### src/rtl/nibble_serial_adder.sv
// Serial wide adder: one 4-bit RCA slice reused across NIBBLES cycles,
// with the inter-nibble carry held in a register between cycles.
//
// Ports:
//   clk, rst_n      clock; synchronous active-low reset
//   start           request an add (sampled in IDLE or DONE only)
//   a, b, cin       operands, captured on the accepting edge
//   busy            high while the nibble adds are in progress
//   done            one-cycle pulse when sum/cout/overflow are published
//   sum, cout       published result {cout,sum} = a + b + cin
//   overflow        two's-complement overflow of the W-bit add

module RCA (
    input  logic [3:0] a,
    input  logic [3:0] b,
    input  logic       cin,
    output logic [3:0] sum,
    output logic       carry
);
    logic [4:0] c;

    always_comb begin
        c    = '0;
        sum  = '0;
        c[0] = cin;
        for (int i = 0; i < 4; i++) begin
            sum[i]  = a[i] ^ b[i] ^ c[i];
            c[i+1]  = (a[i] & b[i]) | (c[i] & (a[i] ^ b[i]));
        end
        carry = c[4];
    end
endmodule

module nibble_serial_adder #(
    parameter int NIBBLES = 4
) (
    input  logic                 clk,
    input  logic                 rst_n,
    input  logic                 start,
    input  logic [4*NIBBLES-1:0] a,
    input  logic [4*NIBBLES-1:0] b,
    input  logic                 cin,
    output logic                 busy,
    output logic                 done,
    output logic [4*NIBBLES-1:0] sum,
    output logic                 cout,
    output logic                 overflow
);
    localparam int W  = 4 * NIBBLES;
    localparam int IW = $clog2(NIBBLES);

    typedef enum logic [1:0] {
        IDLE = 2'd0,
        ADD  = 2'd1,
        DONE = 2'd2
    } state_t;

    state_t         state, state_nx;
    logic [W-1:0]   a_q, b_q, acc, acc_upd;
    logic           carry_q;
    logic [IW-1:0]  idx;
    logic [IW+1:0]  base;
    logic [3:0]     rca_sum;
    logic           rca_carry;
    logic           last;
    logic           accept;

    // Bit offset of the current nibble.
    assign base = {idx, 2'b00};
    assign last = (idx == IW'(NIBBLES - 1));

    RCA u_rca (
        .a     (a_q[base +: 4]),
        .b     (b_q[base +: 4]),
        .cin   (carry_q),
        .sum   (rca_sum),
        .carry (rca_carry)
    );

    // Shadow result with the current nibble merged, so the publishing
    // edge can copy a complete word in one step.
    always_comb begin
        acc_upd = acc;
        acc_upd[base +: 4] = rca_sum;
    end

    always_comb begin
        state_nx = state;
        accept   = 1'b0;
        unique case (state)
            IDLE: begin
                if (start) begin
                    accept   = 1'b1;
                    state_nx = ADD;
                end
            end
            ADD: begin
                if (last) state_nx = DONE;
            end
            DONE: begin
                if (start) begin
                    accept   = 1'b1;
                    state_nx = ADD;
                end else begin
                    state_nx = IDLE;
                end
            end
            default: state_nx = IDLE;
        endcase
    end

    always_ff @(posedge clk) begin
        if (!rst_n) state <= IDLE;
        else        state <= state_nx;
    end

    always_ff @(posedge clk) begin
        if (!rst_n) begin
            a_q      <= '0;
            b_q      <= '0;
            carry_q  <= 1'b0;
            idx      <= '0;
            acc      <= '0;
            sum      <= '0;
            cout     <= 1'b0;
            overflow <= 1'b0;
        end else if (accept) begin
            a_q     <= a;
            b_q     <= b;
            carry_q <= cin;
            idx     <= '0;
        end else if (state == ADD) begin
            acc     <= acc_upd;
            carry_q <= rca_carry;
            if (last) begin
                sum      <= acc_upd;
                cout     <= rca_carry;
                overflow <= (a_q[W-1] == b_q[W-1]) &&
                            (rca_sum[3] != a_q[W-1]);
            end else begin
                idx <= idx + 1'b1;
            end
        end
    end

    assign busy = (state == ADD);
    assign done = (state == DONE);
endmodule

### config.mk
export PLATFORM = sky130hd
export DESIGN_NAME = nibble_serial_adder
export DESIGN_NICKNAME = d
export VERILOG_FILES = /design/src/rtl/nibble_serial_adder.sv
export SDC_FILE = /design/constraint.sdc
export NUM_CORES = 1
export LEC_CHECK = 0
export BUFFER_PORTS_ARGS = -buffer_cell sky130_fd_sc_hd__buf_2
export CAP_MARGIN = 20
export CORE_MARGIN = 8
export CORE_UTILIZATION = 50
export CTS_BUF_LIST = sky130_fd_sc_hd__clkbuf_4
export CTS_CLUSTER_DIAMETER = 80
export DETAILED_ROUTE_END_ITERATION = 10
export GPL_ROUTABILITY_DRIVEN = 0
export PLACE_DENSITY_LB_ADDON = 0.1
export SLEW_MARGIN = 20
export SYNTH_ARGS = -nofsm -noshare
export SYNTH_HDL_FRONTEND = slang
export SYNTH_SLANG_ARGS = --single-unit
### constraint.sdc
create_clock -name clk -period 4.44 [get_ports clk]
set_clock_uncertainty 0.05 [all_clocks]
set_input_delay 0.444 -clock clk [delete_from_list [all_inputs] [get_ports clk]]
set_output_delay 0.444 -clock clk [all_outputs]
set_load 0.05 [all_outputs]
; ---- Yosys cells after proc, flatten, opt, wreduce, memory -nomap -nowiden
; Index checks and enable logic that the tools add are counted.
[word_totals]
ff_bits = 71
latch_bits = 0
ramBits = 0
rom_bits = 0
memories = 0
[op_classes]
addsub = 2
n_mul = 0
div_mod_pow = 0
order_cmp = 0
eq_ne = 7
shift = 4
muxes = 9
bitwise = 23
n_reduce_logical = 9
[op_table]
columns = op, n
row1 = indexed part select 16 x 5 -> 4 bit, 2
row2 = bitwise mux 16 bit, 1
row3 = variable shift 4 x 6 -> 16 bit (first input constant), 1
row4 = indexed part select 4 x 6 -> 16 bit, 1
row5 = AND 1 bit, 8
row6 = XOR 1 bit, 8
row7 = negation 4 -> 6 bit, 1
row8 = one-hot mux 2 bit (3 select lines), 1
row9 = AND reduction 2 bit, 3
row10 = 2-to-1 mux 1 bit, 5
row11 = == test 2 bit (second input constant), 2
row12 = 2-to-1 mux 2 bit, 2
row13 = OR 1 bit, 4
row14 = OR reduction 2 bit, 2
row15 = NOT 1 bit, 3
row16 = AND reduction 3 bit, 1
row17 = adder 2 x 1 -> 2 bit (second input constant), 1
row18 = == test 2 x 1 -> 1 bit (second input constant), 1
row19 = zero test 2 bit, 1
row20 = inequality test 2 x 1 -> 1 bit (second input constant), 1
row21 = inequality test 2 bit (second input constant), 1
row22 = nonzero test 2 bit, 1
row23 = == test 1 bit, 1
row24 = logical AND 1 bit, 1
row25 = inequality test 1 bit, 1

; ---- Logic depth before layout (Yosys ltp)
; Gate-level depths: netlist (run 1).
[depth]
ltp_word = 12
depth_mapped = 13
mapped_depth_nobuf = 12

; ---- Hierarchy
; Synthesis (run 1) repeated with hierarchy kept, for this count alone.
[unflattened]
hier_cells = 335
area_unflattened_um2 = 3193.1
[by_module_without_submodules]
columns = module, instances, cells_per_inst, area_per_inst_um2, seq_area_each_um2
row1 = nibble_serial_adder, 1, 321, 3075.4, 1421.4
row2 = RCA, 1, 14, 117.6, 0.0

; ---- Worst setup path before layout (run 1)
; OpenSTA, ideal clock, no wires.
[synth_path]
path_kind = reg2reg
start = register idx[0]
end = register acc[11]
arrival_ns = 3.102
required_ns = 4.324
slack_ns = 1.222
path_stages_with_launch = 14
cell_sequence = dfxtp_1 > buf_4 > mux4_2 > inv_1 > fa_1 > inv_1 > fa_1 > inv_1 > fa_1 > inv_1 > fa_1 > nor2b_1 > a32oi_1 > nor2b_1
[synth_via]
elab_chain_len = 11
elab_cells_between_ends = 23
cone_classes = add/sub (1) / shift (4) / mux (1) / bitwise (17)
[synth_rtl]
columns = element, line
row1 = start: declaration, 61  ; logic [IW-1:0] idx;
row2 = start signal: assignment, 141  ; idx <= idx + 1'b1;
row3 = "indexed part select 16 x 5 -> 4 bit, on equally long branches", "73, 74"
row4 = XOR 1 bit, "27, 28"
row5 = AND 1 bit, 28  ; c[i+1] = (a[i] & b[i]) | (c[i] & (a[i] ^ b[i]));
row6 = OR 1 bit, 28
row7 = AND 1 bit, 28
row8 = OR 1 bit, 28
row9 = AND 1 bit, 28
row10 = OR 1 bit, 28
row11 = XOR 1 bit, 27  ; sum[i] = a[i] ^ b[i] ^ c[i];
row12 = indexed part select 4 x 6 -> 16 bit, 84  ; acc_upd[base +: 4] = rca_sum;
row13 = bitwise mux 16 bit (*), 84
row14 = end signal: assignment, 133  ; acc <= acc_upd;
row15 = end: declaration, 59  ; logic [W-1:0] a_q, b_q, acc, acc_upd;
; Every way passes the cells marked *; elsewhere a longest branch is shown, timed or not.
; A chain may end at the register's enable or synchronous reset.

; ---- Worst setup path after layout (run 1)
; Same ends and word-level chain as after synthesis.

==> results of run 1 <==
## state kept, by name, indices dropped and copies added, names as in the netlist
name,count
overflow,1
cout,1
carry_q,1
acc,16
sum,16
b_q,16
state,2
idx,2
a_q,16
## final cells by class
class | count | share of cell area
Clock inverter | 7 | 0.0175
Multi-Input combinational cell | 246 | 0.455
Inverter | 12 | 0.0124
Tap cell | 77 | 0.0265
Timing Repair Buffer | 57 | 0.0798
Sequential cell | 71 | 0.391
Clock buffer | 9 | 0.0186
## where the power goes
part | internal, uW | total [uW] | leakage, uW | switching [uW]
combinational | 62.8 | 146 | 0.000812 | 83.3
clock | 167 | 393 | 0.0000691 | 226
sequential | 659 | 675 | 0.000578 | 15.9
total | 888 | 1210 | 0.00146 | 325
## cell usage after synthesis, drive strengths merged (2+ instances only)
| cell | instances | area, um^2 |
|---|---|---|
| a21boi | 33 | 248 |
| a21oi | 32 | 160 |
| a32oi | 16 | 140 |
| and3b | 3 | 26.3 |
| buf | 18 | 105 |
| clkbuf | 9 | 35.0 |
| dfxtp | 71 | 1420 |
| fa | 4 | 80.1 |
| ha | 6 | 75.1 |
| inv | 12 | 45.0 |
| mux2i | 2 | 20.0 |
| mux4 | 8 | 180 |
| nand2 | 66 | 248 |
| nand3b | 5 | 37.5 |
| nor2 | 5 | 18.8 |
| nor2b | 38 | 245 |
| o21ai | 17 | 85.1 |
## tightest hold or removal path, cell delays in order
cell,delay [ns]
buf_2,0.09
nand2_1,0.04
a21boi_1,0.05
## worst min path at each step
| stage | start | endpoint | slack [ns] | cells after the start |
|---|---|---|---|---|
| 3_3_place_gp | a_q[3] | a_q[3] | 0.39 | 2 |
| 2_1_floorplan | a_q[0] | a_q[0] | 0.38 | 2 |
| 6_report | b[15] | b_q[15] | 0.21 | 3 |
| 3_5_place_dp | a_q[3] | a_q[3] | 0.40 | 2 |
| 5_1_grt | b[15] | b_q[15] | 0.18 | 3 |
| 4_1_cts | a[2] | a_q[2] | 0.19 | 3 |
## routing by layer
metal | part of all wire | global-route usage | wire length [um] | vias to the layer above
met5 | 0 | 0 | 0 | -
met4 | 0.018 | 0.0746 | 126 | 0
met3 | 0.041 | 0.0405 | 290 | 11
met2 | 0.45 | 0.234 | 3180 | 48
met1 | 0.49 | 0.197 | 3400 | 1143
li1 | - | - | - | 1312
## metrics by stage
stage	area [um^2]	instances	util
3_5_place_dp	3510	463	0.555
3_3_place_gp	3500	463	0.555
5_1_grt	3640	479	0.576
2_1_floorplan	3260	356	-
4_1_cts	3640	479	0.576
6_report	3640	479	0.576
## logic make-up after synthesis
| kind of cell | after synthesis | synth area share |
|---|---|---|
| AND/OR/NAND/NOR | 124 | 0.194 |
| AO/OA/AOI/OAI | 101 | 0.201 |
| flip-flops | 71 | 0.437 |
| buffers and inverters | 39 | 0.0569 |
| multiplexers | 10 | 0.0615 |
| adder cells (fa/ha/maj) | 10 | 0.0477 |
| XOR/XNOR | 1 | 0.00269 |
==> results.json, run 1 <==
{
  "worst_slew_pin_slew_ns": 1.13,
  "fin_ws_ns": 0.999,
  "grt_pass1_wl_um": 12100,
  "p_leak_uw": 0.00146,
  "diodes": 0,
  "synth_cell_types": 33,
  "die_area_mm2": 0.00935,
  "final_common_cell": "dfxtp_1",
  "p_per_area_mw_per_mm2": 333,
  "core_area_mm2": 0.00631,
  "regArea_mm2": 0.00142,
  "place_hpwl_um": 4730,
  "multiInputGateArea_mm2": 0.00166,
  "worst_r2r_endpoint": "acc[11]",
  "endpoint_kind": "flip-flop",
  "grt_max_degree": 71,
  "cts-resized-gates": 0,
  "synthesis.instances": 356,
  "area_growth_pct": 11.8,
  "path_clk_slew_ns": 0.11,
  "antenna_found_initial": 0,
  "clock_sinks": 71,
  "hold_path_class": "primary input to flip-flop",
  "timing.final.max_slew_violations": 0,
  "setup_viol": 0,
  "dr.pass1.iters": 4,
  "start_kind": "flip-flop",
  "overflow": 0,
  "clk-insertion-delay-late_ns": 0.41,
  "antenna_left": 0,
  "final_nets": 443,
  "route.detailed.drc": 0,
  "drive_above_1_share": 0.211,
  "finalHoldViolations": 0,
  "num_vias": 2514,
  "ff2ff_path_depth": 12,
  "cp_max_fo": 7,
  "grt_usage": 0.154,
  "cts_buffer_depth": 2,
  "num_rows": 29,
  "drt-initial-drc-count": 88,
  "synth_edf_count": 0,
  "io_buffers": 55,
  "io_pins": 56,
  "die_h_um": 96.7,
  "cpPeakStageDelay_ns": 0.59,
  "cp_top_family": "adder cells",
  "fillers": 578,
  "cp_slowest_cell": "dfxtp_1",
  "grt_pass1_vias": 2490,
  "yosysSeqAreaShare": 0.437,
  "root_buffer": "clkbuf_4",
  "cts_tree": "yes",
  "synth_area_per_cell_um2": 9.15,
  "min_period_ns": 3.44,
  "cp.depth": 12,
  "drt-total-wl_um": 7000,
  "startpoint": "idx[0]",
  "drv_cap": 0,
  "die_x_um": 96.7,
  "ys_async_sr_fraction": 0,
  "required_ns": 4.73,
  "cts_max_level": 3,
  "critPathBufInv": 4,
  "cts_hold_buf": 0,
  "synth_flop_cell": "dfxtp_1",
  "crit_chain": "mux4_2, inv_1, fa_1, inv_1, fa_1, inv_1, fa_1, inv_1, fa_1, nor2b_1, a32oi_1, nor2b_1",
  "max_clock_freq_mhz": 291,
  "cp-endpoint": "acc[11]",
  "cts_buffers": 9,
  "synth_nets": 402,
  "wire_per_inst_um": 14.6,
  "crit_type": "flip-flop to flip-flop",
  "rsz0062_at_grt": "false",
  "place_ws_ns": 1.03,
  "ir_drop_mv": 0.196,
  "rr_startpoint": "idx[0]",
  "outcome": "finished, final reports clean",
  "relSlewSlack": 0.237,
  "total_power_uw": 1210,
  "start_util": 0.516,
  "arrival_ns": 3.73,
  "setup_tns_ns": 0,
  "reg2reg_setup_slack_ns": 1.0,
  "layout_common_cells": "dfxtp_1, nand2_1, buf_2",
  "cts_setup_buffers": 0,
  "post-route-period-util": 0.775,
  "ys_warn_count": 0,
  "hold-worst-slack_ns": 0.214,
  "synth_area_mm2": 0.00326,
  "via_per_inst": 5.25,
  "ys_ff_latch": 71
}
No activity file was read; power rests on OpenSTA's default activity.
==> inputs of run 2 (changes only) <==
- clock period: 4.44 -> 3.3 ns (I/O delays scaled with it)
==> run 2 against run 1 <==
Register-to-register slack worse by 0.69 ns; final cell count is 1.3% higher; clock power is 15% higher; critical endpoint unchanged; flip-flop and latch count stayed put; largest cell class unchanged; core utilization is 0.34 points higher; non-clock buffer count is 7 higher; combinational power is 44% higher; via count is 2.1% higher; critical path type unchanged; sequential share of layout area is 0.23 points lower; global-route usage is 0.33 points higher; critical path depth stayed put; maximum frequency is 15% higher.
==> results.json, run 2 (synthesis gave the netlist of run 1 again) <==
{
  "worst_r2r_endpoint": "acc[11]",
  "total_power_uw": 1570,
  "overflow": 0,
  "grt_usage": 0.157,
  "comb_power_share": 0.134,
  "grt_pass1_vias": 2518,
  "design_area_mm2": 0.00366,
  "route.detailed.drc": 0,
  "drive_above_1_share": 0.216,
  "grtUsageMet2": 0.246,
  "p_per_area_mw_per_mm2": 428,
  "regArea_mm2": 0.00142,
  "final_common_cell": "dfxtp_1",
  "die_area_mm2": 0.00935,
  "clock_sinks": 71,
  "num_vias": 2566,
  "root_buffer": "clkbuf_4",
  "rsz0062_at_grt": "false",
  "grt_max_degree": 71,
  "area_growth_pct": 12.5,
  "setup_tns_ns": 0,
  "hold_start": "b[8]",
  "place_hpwl_um": 4850,
  "grt_pass1_wl_um": 12200,
  "finalHoldViolations": 0,
  "diodes": 0,
  "pwr-share-clk": 0.289,
  "timing.final.max_slew_violations": 0,
  "multiInputGateArea_mm2": 0.00165,
  "drt-total-wl_um": 7120,
  "netSwitchingFraction": 0.268,
  "endpoint_kind": "flip-flop",
  "cp.depth": 12,
  "fillers": 631,
  "cts_tree": "yes",
  "num_rows": 29,
  "pwr-share-seq": 0.578,
  "clk-insertion-delay-late_ns": 0.42,
  "post-route-period-util": 0.906,
  "setup_viol": 0,
  "cts_buffer_depth": 2,
  "io_pins": 56,
  "outcome": "finished, final reports clean",
  "ff2ff_path_depth": 12,
  "start_kind": "flip-flop",
  "rr_startpoint": "idx[0]",
  "cts_setup_buffers": 0,
  "p_switching_uw": 419,
  "core_area_mm2": 0.00631,
  "ir_drop_mv": 0.204,
  "cts_buffers": 9,
  "required_ns": 3.60,
  "layout_common_cells": "dfxtp_1, nand2_1, buf_2",
  "p_int_uw": 1150,
  "die_h_um": 96.7,
  "p_leak_uw": 0.00149,
  "dr.pass1.iters": 5,
  "antenna_left": 0,
  "drt-initial-drc-count": 72,
  "arrival_ns": 3.29,
  "use_met3": 0.0434,
  "via_per_inst": 5.29,
  "cp_slowest_cell": "mux4_2",
  "critPathBufInv": 4,
  "crit_chain": "mux4_2, inv_1, fa_1, inv_1, fa_1, inv_1, fa_1, inv_1, fa_1, nor2b_2, a32oi_1, nor2b_1",
  "placed_area_mm2": 0.00356,
  "cts_hold_buf": 0,
  "met1_usage": 0.195,
  "max_clock_freq_mhz": 334,
  "holdPathEnd": "b_q[8]",
  "grt-busiest-layer": "met2",
  "fin_ws_ns": 0.310,
  "relSlewSlack": 0.341,
  "io_buffers": 55,
  "path_clk_slew_ns": 0.10,
  "cp_top_family": "adder cells",
  "antenna_found_initial": 0,
  "cpPeakStageDelay_ns": 0.51,
  "drv_cap": 0,
  "cp_max_fo": 5,
  "cts_max_level": 3,
  "final_nets": 450,
  "cts-resized-gates": 0,
  "reg2reg_setup_slack_ns": 0.31,
  "wire_per_inst_um": 14.7,
  "min_period_ns": 2.99,
  "crit_type": "flip-flop to flip-flop",
  "worst_slew_pin_slew_ns": 0.989,
  "hold_path_class": "primary input to flip-flop",
  "start_util": 0.516,
  "whs_path_depth": 3,
  "die_x_um": 96.7,
  "place_ws_ns": 0.201
}
-- run 2: metal layers --
metal	vias to the layer above	routed length, um
li1	1318	-
met1	1177	3430
met2	61	3230
met3	10	327
met4	0	132
met5	-	0
-- run 2: final cells by class --
type | count | area share
multi-input cells | 246 | 0.452
flip-flops and latches | 71 | 0.388
repair buffers | 64 | 0.0936
well taps | 77 | 0.0263
clock buffers | 12 | 0.0246
inverters | 12 | 0.0123
clock inverters | 3 | 0.00308
-- run 2: power by group through the flow --
| stage | combinational (uW) | sequential (uW) | clock [uW] |
|---|---|---|---|
| after floorplan | 153 | 918 | 0 |
| after global placement | 208 | 926 | 0 |
| after detailed placement | 210 | 926 | 0 |
| after CTS | 211 | 906 | 468 |
| after global routing | 235 | 910 | 502 |
| final | 210 | 906 | 452 |
-- run 2: metrics by stage --
step                      hold slack, ns  utilization  std cells
after CTS                         0.0762        0.579        485
after detailed placement           0.398        0.563        470
after global placement             0.393        0.563        470
final                              0.105        0.580        485
after global routing              0.0946        0.580        485
after floorplan                    0.382            -        356
-- run 2: how the worst max path moves through the flow --
| stage | start | end | slack (ns) |
|---|---|---|---|
| 2_1_floorplan | idx[0] | acc[11] | 0.08 |
| 3_3_place_gp | idx[0] | acc[7] | 0.26 |
| 3_5_place_dp | idx[0] | acc[15] | 0.20 |
| 4_1_cts | idx[0] | acc[11] | 0.20 |
| 5_1_grt | idx[0] | acc[11] | 0.09 |
| 6_report | idx[0] | acc[11] | 0.31 |
-- run 2: tightest hold or removal path: stages --
cell and delay (ns):
buf_2 0.09, nand2_1 0.04, a21boi_0 0.06
